## config.mk

```make
export PLATFORM = sky130hd
export DESIGN_NAME = unary_add_n
export DESIGN_NICKNAME = d
export VERILOG_FILES = /design/src/rtl/unary_add_n.sv
export SDC_FILE = /design/constraint.sdc
export NUM_CORES = 1
export LEC_CHECK = 0
export ABC_AREA = 1
export CAP_MARGIN = 20
export CORE_MARGIN = 1.5
export CORE_UTILIZATION = 41
export DETAILED_ROUTE_END_ITERATION = 7
export PLACE_DENSITY = 0.72
export SYNTH_ARGS = -nofsm -noshare
export SYNTH_HDL_FRONTEND = slang
export SYNTH_SLANG_ARGS = --single-unit
```

## constraint.sdc

```tcl
create_clock -name clk -period 2.6 [get_ports clk]
set_input_delay 0.52 -clock clk [delete_from_list [all_inputs] [get_ports clk]]
set_output_delay 0.52 -clock clk [all_outputs]
set_load 0.02 [all_outputs]
```

## src/rtl/unary_add_n.sv

```systemverilog
// unary_add_n: modulo-MODULUS unary accumulator with serial unary drain.
//
// Optional feature macro: UNARY_ADD_CCNT_EN adds an 8-bit carry-pulse counter (ccnt).
//
// Ports:
//   clk    - sole clock, rising edge
//   rst    - synchronous active-high reset
//   en     - cycle enable; low holds state and zeroes the pulse outputs
//   mode   - 0 = accumulate, 1 = drain
//   din    - LANES unary pulses, each set bit adds one
//   dout   - serial unary output while draining
//   carry  - one-cycle pulse on modulus wrap
//   count  - registered accumulator value
//   done   - one-cycle pulse when a drain empties the accumulator
//   busy   - high while in DRAIN
//   ccnt   - carry pulses since reset, wraps at 256 (UNARY_ADD_CCNT_EN only)
module unary_add_n #(
    parameter int LANES = 4,
    parameter int MODULUS = 10,
    localparam int CW = $clog2(MODULUS + LANES)
) (
    input  logic             clk,
    input  logic             rst,
    input  logic             en,
    input  logic             mode,
    input  logic [LANES-1:0] din,
    output logic             dout,
    output logic             carry,
    output logic [CW-1:0]    count,
    output logic             done,
    output logic             busy
`ifdef UNARY_ADD_CCNT_EN
    ,
    output logic [7:0]       ccnt
`endif
);
    localparam logic [CW-1:0] MOD = CW'(MODULUS);
    typedef enum logic {ACC, DRAIN} state_t;
    state_t state;
    logic [CW-1:0] pc, sum;
    logic wrap;
    always_comb begin
        pc = '0;
        for (int i = 0; i < LANES; i++) pc = pc + CW'(din[i]);
        sum = count + pc;
        wrap = sum >= MOD;
    end
    assign busy = state == DRAIN;
    // Draining happens on the very edge that leaves ACC; the FSM stays in
    // DRAIN only while pulses remain after this edge.
    always_ff @(posedge clk) begin
        if (rst) begin
            state <= ACC;
            count <= '0;
            dout  <= 1'b0;
            carry <= 1'b0;
            done  <= 1'b0;
        end else if (!en) begin
            dout  <= 1'b0;
            carry <= 1'b0;
            done  <= 1'b0;
        end else if (!mode) begin
            state <= ACC;
            count <= wrap ? sum - MOD : sum;
            carry <= wrap;
            dout  <= 1'b0;
            done  <= 1'b0;
        end else begin
            state <= count > CW'(1) ? DRAIN : ACC;
            count <= count != '0 ? count - CW'(1) : count;
            dout  <= count != '0;
            done  <= count == CW'(1);
            carry <= 1'b0;
        end
    end
`ifdef UNARY_ADD_CCNT_EN
    always_ff @(posedge clk) begin
        if (rst) ccnt <= '0;
        else if (en && !mode && wrap) ccnt <= ccnt + 8'd1;
    end
`endif
endmodule

```

==> results of run 1 <==
==> flip-flops by register name, indices dropped and copies added, names as in the netlist <==
register and cells:
count 4, dout 1, busy 1, done 1, carry 1
==> cells in the mapped netlist <==
library cell / instances
a21oi_1: 5
a21oi_2: 1
a31oi_1: 1
a32o_1: 1
and3_1: 1
buf_6: 1
dfxtp_1: 8
fa_1: 3
ha_1: 5
inv_1: 11
inv_2: 2
nand2_1: 11
nand2_2: 3
nand3_1: 9
nand3_2: 2
nor2_1: 1
nor2_2: 1
nor3_1: 1
nor4_1: 1
o211ai_1: 1
o21ai_0: 6
xnor2_2: 1
xor2_1: 1
==> how the worst min path moves through the flow <==
stage                                        to  cells past startpoint
final                         busy$_SDFFE_PP0P_                      1
after global routing          busy$_SDFFE_PP0P_                      1
after CTS                     busy$_SDFFE_PP0P_                      1
after detailed placement      busy$_SDFFE_PP0P_                      1
after global placement        busy$_SDFFE_PP0P_                      1
after floorplan           count[1]$_SDFFE_PP0P_                      1
==> routing by layer <==
layer | part of all wire, % | vias to the layer above
met2 | 47 | 16
met5 | 0 | -
met1 | 45 | 251
li1 | - | 299
met4 | 2.3 | 0
met3 | 5.2 | 4
==> power groups by stage <==
stage                     sequential, mW  combinational, mW  clock (mW)
after detailed placement           0.157              0.248           0
after floorplan                    0.164              0.157           0
after global routing               0.158              0.300       0.104
after CTS                          0.155              0.267      0.0968
after global placement             0.156              0.244           0
final                              0.154              0.266      0.0920
==> critical path: cells and delay by family <==
family	cells	cell delay, ns
compound gates	1	0.14
simple gates	3	0.18
buf+inv	3	0.21
fa+ha+maj	4	1.62
==> stage by stage <==
step	setup TNS [ns]	instances
floorplan	-0.03387	77
global placement	-1.683	110
detailed placement	-1.761	110
CTS	0	113
global route	0	113
finish	0	113
==> cell families after synthesis <==
family | share of synthesized area, %
adders and majority gates | 20.17
and+or+nand+nor | 25.10
DFF | 26.34
buffers and inverters | 9.877
xor gates and xnor gates | 4.116
AOI/OAI and AO/OA | 14.40
==> cells in the final DEF, fill, tap and decap left out <==
master / n
buf_2: 3
a21oi_1: 5
xnor2_2: 1
nand2_2: 3
nand2_1: 11
o211ai_1: 1
nor4_1: 1
clkbuf_4: 3
inv_1: 9
clkdlybuf4s50_1: 12
fa_1: 1
nand3_1: 8
and3_1: 1
ha_4: 1
buf_4: 4
o21ai_0: 6
a31oi_1: 1
ha_1: 4
xor2_1: 1
a32o_1: 1
nor2_2: 1
nand3_2: 3
inv_2: 4
nor3_1: 1
a21oi_2: 1
nor2_1: 1
dfxtp_1: 8
fa_2: 2
==> cell type report <==
type	count	area [um2]	area share (%)
well taps	15	18.77	2.273
repair buffers	19	165.2	20.00
flip-flops and latches	8	160.2	19.39
multi-input cells	55	410.4	49.70
inverters	13	48.80	5.909
clock buffers	3	22.52	2.727
==> what timing repair did <==
| action | in CTS | in global routing |
|---|---|---|
| resized for setup | 16 | 0 |
| setup buffers | 0 | 0 |
| pin swaps | 6 | 1 |
| setup endpoints to repair | 4 | 1 |
==> results.txt, run 1 <==
The total global routing overflow came out at 0. Walking the worst path, the cells encountered are buf_2 > fa_1 > fa_2 > fa_2 > inv_2 > ha_4 > inv_2 > nand3_2 > nand3_2 > nand2_1 > a21oi_1. The largest clock skew in the final design came out at 0.0002976 ns. The number of maximum-capacitance violations came out at 0.

The run finished with clean final reports. The detailed-route wire length is 1189 um. Sequential cells account for 30.2% of the total power. The stage delay of the slowest cell on the critical path is 0.55 ns. The global routing usage on met2 is 27.50%. The clock insertion delay at the later pin of the skew report came out at 0.25 ns. Derived from the worst setup path, the maximum achievable clock frequency is 401.9 MHz. The combinational cell fraction of total power came out at 51.9%.

The tree is rooted in a clkbuf_4. The number of inserted diodes came out at 0. The count of buffers added on input and output ports is 15. Compared with the post-synthesis result, the final layout area differs by 35.80%. Of the total power, the share spent switching nets is 38.33%. The final cycle utilization of the critical path came out at 95.70%. The met1 track demand over resource in global routing is 18.43%.

The synthesized design spends more area on one cell type than any other, namely dfxtp_1. Routability-driven placement finished with a final weighted congestion of 0.7919. The worst slack on hold paths came out at 0.5062 ns.

The site row count is 13. The die boundary height came out at 41.51 um. The initial antenna violation count came out at 0.

The fill cell total of the finished layout is 128. The final cell utilization of the core is 61.91%. The longest clock path from root to sink contains 2 buffers. The number of placed I/O pins came out at 16.

STA classifies the critical path endpoint as a flip-flop. In the final routed layout, each cell accounts on average for 10.52 um. The TritonCTS sink count is 8.

The worst path in the final design needs a cycle of 2.488 ns, including I/O delays and setup. Power spread over the standard cell area amounts to 620.3 mW/mm2. The via total after detailed routing came out at 570. Of the synthesized area, sequential elements account for 26.34%.

For this run, the total global-route usage over all layers was measured as 16.49%. The post-layout instance area is 825.8 um2. The startpoint of the most critical register-to-register path is count[0]$_SDFFE_PP0P_.

The total number of nets in the final design came out at 116. TritonCTS built the clock tree. After layout, the worst setup slack is 0.1118 ns. The synthesized design contains 8 register bits. Ranked by total cell area, the synthesized netlist is headed by dfxtp_1, ha_1, fa_1. The hold buffer count at CTS came out at 0. The cell count after synthesis is 77. Summed over all nets, the switching power comes to 196.4 uW. The number of global-route vias before repair came out at 530. The first-pass iteration count of the detailed router came out at 4.

When the netlist entered floorplanning its net count stood at 93. After global routing, the most crowded layer is met2. The starting density of the core came out at 45.59%.

The path class of the tightest hold or removal check is flip-flop to flip-flop. Averaged over all synthesized cells, the footprint is 7.897 um2. The reg-to-reg critical path endpoint is count[2]$_SDFFE_PP0P_.

The peak fanout along the critical path is 2. In this run the most critical hold path is launched from busy$_SDFFE_PP0P_. The share of the synthesized area in the top cell type is 26.34%. The cell at the slowest stage of the critical path is fa_2. The synthesized cell area came out at 608.1 um2. Cells with a size suffix above 1 make up 26.53% of the layout.

Across all register-to-register paths, the minimum setup slack is 0.60 ns. The worst endpoint required time is 2.78 ns. The number of different library cells in the post-synthesis netlist came out at 23.

The post-placement worst setup slack came out at -0.5481 ns. The fraction of power consumed by the clock network came out at 18.0%. The final count of negative-setup-slack endpoints is 0. The internal power summed over all cells came out at 315.9 uW. The hold violation total from the final report was 0.

The number of warnings printed during yosys synthesis is 0. Setup repair after global routing left no endpoint under its margin. The standard cell area after detailed placement came out at 800.8 um2. The region available for standard cell placement spans 0.001334 mm2.

The maximum number of pins on one net before global-route repair is 10. The detailed router's first-iteration violation count came out at 14. The number of H-tree levels is 1. The most critical setup path has its startpoint at din[3]. At the pin with the least slew margin, the transition time is 0.3876 ns. STA classifies the critical path startpoint as a primary input. The final count of pins violating max slew came out at 0. The die boundary width came out at 41.51 um. Detailed placement ended at an HPWL of 959.3 um. The relative slew slack is 74.13%. The critical path ends at count[2]$_SDFFE_PP0P_. The leakage component of the power came out at 0.3733 nW. In the routed design, unresolved DRC markers number 0. The maximum vdd drop is 0.0002571 V. The data arrival time of the critical path is 2.67 ns. The TritonCTS buffer count came out at 3. The full die area came out at 0.001723 mm2. The worst register-to-register path has a depth of 9. The clock transition time at the flip-flop clock pins of the worst setup and hold paths is 0.05 ns. The via-per-instance ratio came out at 5.044.

The first global-routing pass estimated 2214 um of wire. Power comes to 512.3 uW. The kind of critical path is primary input to flip-flop. Global routing used 3.478% of the available met3 tracks. The remaining number of nets flagged by the antenna check after routing is 0.
Note: power is estimated with default switching activity, not from simulation.
==> run 2, diff against run 1 <==
==> config.mk (replaced) <==
export PLATFORM = sky130hd
export DESIGN_NAME = unary_add_n
export DESIGN_NICKNAME = d
export VERILOG_FILES = /design/src/rtl/unary_add_n.sv
export SDC_FILE = /design/constraint.sdc
export NUM_CORES = 1
export LEC_CHECK = 0
export CAP_MARGIN = 20
export CORE_MARGIN = 1.5
export CORE_UTILIZATION = 42
export DETAILED_ROUTE_END_ITERATION = 7
export PLACE_DENSITY = 0.73
export SYNTH_ARGS = -nofsm -noshare
export SYNTH_HDL_FRONTEND = slang
export SYNTH_SLANG_ARGS = --single-unit
==> run 2 against run 1 <==
Final area is 3.3% higher. Wire length is 21% higher. Register-to-register slack worse by 0.03 ns. Final cell count is 11% lower. Clock power is 6.1% higher. Area after synthesis is 2.7% higher. Clock skew hardly changed. Via count is 5.4% higher. Global-route usage is 2.8 points higher. Non-clock buffer count stayed put. Worst hold slack worse by 0.041 ns.
==> results.txt, run 2 <==
The total chip power is 557.5 uW. The ratio of cells with drive above 1 in the final layout is 25.58%. The full die area came out at 0.001727 mm2. The data arrival time of the critical path is 2.67 ns.

A synthesized cell averages 9.460 um2. The clock period could shrink to 2.497 ns. Counting every net in the synthesized netlist gives 82.

The maximum vdd drop came out at 0.0004309 V. The global-route wire length before repair came out at 2490 um. The number of global-route vias before repair came out at 551. The area growth from synthesis to layout is 36.67%.

The final count of negative-setup-slack endpoints is 0. The number of storage elements in the synthesis netlist came out at 8. The hold violation total from the final report was 0. The clock insertion delay at the later pin of the skew report came out at 0.26 ns.

The flip-flop count of the largest register after layout is 4. The most common cell after layout, fill and taps aside is clkdlybuf4s50_1. The final-layout setup total negative slack is 0 ns. The floorplan has 13 rows. The initial antenna violation count is 0.

The post-layout instance area is 853.3 um2. The total routing usage reported by global routing came out at 19.29%. The die is 41.56 um wide.

The clock transition time at the flip-flop clock pins of the worst setup and hold paths came out at 0.05 ns. Once layout is complete, the utilization of the core stands at 63.21%. The share of the synthesized area in the top cell type is 25.65%. The total global routing overflow came out at 0. The number of warnings printed during yosys synthesis came out at 0. In this run the remaining antenna-violating nets after routing total 0. Along the worst path, the maximum fanout reaches 2. The worst setup path is captured at a flip-flop.

The standard cell area after detailed placement came out at 812.0 um2. The last weighted congestion value of the routability-driven placer is 0.8167. The worst endpoint required time came out at 2.78 ns. The setup path with the least slack is of type primary input to flip-flop. 16 I/O pins were placed. Yosys instantiated no cell more often than dfxtp_1. The CTS tree is built. The count of buffers added by post-CTS timing repair for setup came out at 0. The TritonCTS sink count is 8. Entering global routing, the biggest net connects 11 pins.

At the placement stage, the worst setup path has a slack of -0.6121 ns. The final setup slack of the worst path is 0.1030 ns. In this run, distinct cell masters in the synthesized netlist total 32. The finished layout holds 101 standard cells, fillers aside. The count of cells along the worst hold path is 2. The number of inserted diodes came out at 0. The number of buffers on the longest clock path is 2. Setup repair after global routing left no endpoint under its margin.

The standard cell core area is 0.001350 mm2. The flow ran to the end, and the final reports show no timing, DRC or antenna violations. The total power density per cell area is 653.4 mW/mm2. The most used flip-flop cell after synthesis is dfxtp_1. In the layout the commonest cells are clkdlybuf4s50_1, dfxtp_1. The first detailed-routing pass took 4 iterations. The cell count after synthesis came out at 66. The floorplan step set the die height to 41.56 um.

By area the synthesized netlist is led by dfxtp_1, ha_1, fa_1. The cell sitting at the root of the clock tree is a clkbuf_4. The layout has 116 filler cells. The transition at the pin with the smallest max-transition slack is 0.4220 ns. For this configuration, the core starts out at a cell density of 46.25%. In this run, synthesis inferred 0 flip-flops with an integrated enable. Based on the critical path, the design can be clocked at up to 400.5 MHz. Wires add up to 1444 um.

The number of hold buffers added after CTS was 0. The final cycle utilization of the critical path came out at 96.04%. The synthesized cell area came out at 624.3 um2. The final count of pins violating max slew is 0. The register with the most flip-flops in the final layout is count. In this run the worst hold path is classified as flip-flop to flip-flop. The leakage component of the power came out at 0.3223 nW. The HPWL after detailed placement is 1047 um. The worst slack on hold paths came out at 0.4652 ns.

After detailed routing, the average wire length per cell comes to 14.30 um. Sorting the synthesized cells by how often they occur yields dfxtp_1, ha_1. The worst pin sits at a relative slew slack of 71.83%. The number of H-tree levels is 1. The total number of nets in the final design came out at 104. The detailed router's first-iteration violation count is 27.

The async set or reset register ratio after synthesis is 0%. STA classifies the critical path startpoint as a primary input. The number of cells in the design after placement came out at 98. The TritonCTS buffer count is 3. The biggest area consumer among synthesized cells is dfxtp_1. The via-per-instance ratio came out at 5.950. The via total after detailed routing came out at 601. The largest clock skew in the final design is 0.0005010 ns. Buffers placed on the I/O ports in this run total 15.

The post-route DRC violation count came out at 0. The number of cells on the worst reg-to-reg path came out at 6. The sequential fraction of the synthesis area came out at 25.65%. The number of maximum-capacitance violations came out at 0.
run 2: cell count changes in the layout (fill, tap and decap cells not counted), moves of 3 or more:
cell / previous run / this run
nand2_2: 3 / 0
inv_2: 4 / 1
inv_1: 9 / 3
nand2_1: 11 / 4
nand2b_1: 0 / 4
nand3_1: 8 / 1
run 2: cell type report:
cell class | instances | area, um2 | share of cell area, %
inverters | 4 | 15.01 | 1.760
repair buffers | 19 | 175.2 | 20.53
clock buffers | 3 | 22.52 | 2.639
flip-flops and latches | 8 | 160.2 | 18.77
well taps | 15 | 18.77 | 2.199
multi-input cells | 52 | 461.7 | 54.11
run 2: cells by family (layout without fill, tap and decap cells):
| logic type | after synthesis | in the layout | synth area share (%) |
|---|---|---|---|
| AOI/OAI and AO/OA | 22 | 22 | 27.06 |
| and+or+nand+nor | 21 | 21 | 20.04 |
| DFF | 8 | 8 | 25.65 |
| xor gates and xnor gates | 1 | 1 | 2.606 |
| adders and majority gates | 8 | 8 | 19.64 |
| buffers and inverters | 6 | 26 | 5.008 |
run 2: report_power, final:
part | total, mW | switching (mW) | internal, mW
Sequential | 0.155 | 0.0198 | 0.135
Clock | 0.0976 | 0.0446 | 0.0530
Combinational | 0.305 | 0.154 | 0.151
Total | 0.558 | 0.219 | 0.339
run 2: repair_timing:
| action | CTS | global route |
|---|---|---|
| gates resized for setup | 17 | 1 |
| endpoints found under the setup margin | 4 | 3 |
| pin swaps | 8 | 1 |
| hold endpoints to repair | 0 | 0 |
run 2: worst paths after layout:
path / start / end / slack, ns
setup / recovery: din[3] / count[2]$_SDFFE_PP0P_ / 0.10
hold / removal: busy$_SDFFE_PP0P_ / busy$_SDFFE_PP0P_ / 0.47
setup reg to reg: count[0]$_SDFFE_PP0P_ / count[2]$_SDFFE_PP0P_ / 0.57
hold reg to reg: busy$_SDFFE_PP0P_ / busy$_SDFFE_PP0P_ / 0.47
run 2: metal layers:
metal	share of wire, %	track usage [%]	up-vias
met4	3.0	12.26	0
met3	5.3	6.957	7
met2	50	30.94	19
met1	42	21.41	282
li1	-	-	293
met5	0	0	-
run 2: worst max-delay path: stages:
cell    delay [ns]
buf_6         0.09
fa_1          0.49
fa_2          0.37
fa_2          0.55
inv_2         0.06
ha_4          0.22
and4_1        0.17
nor4_2        0.20
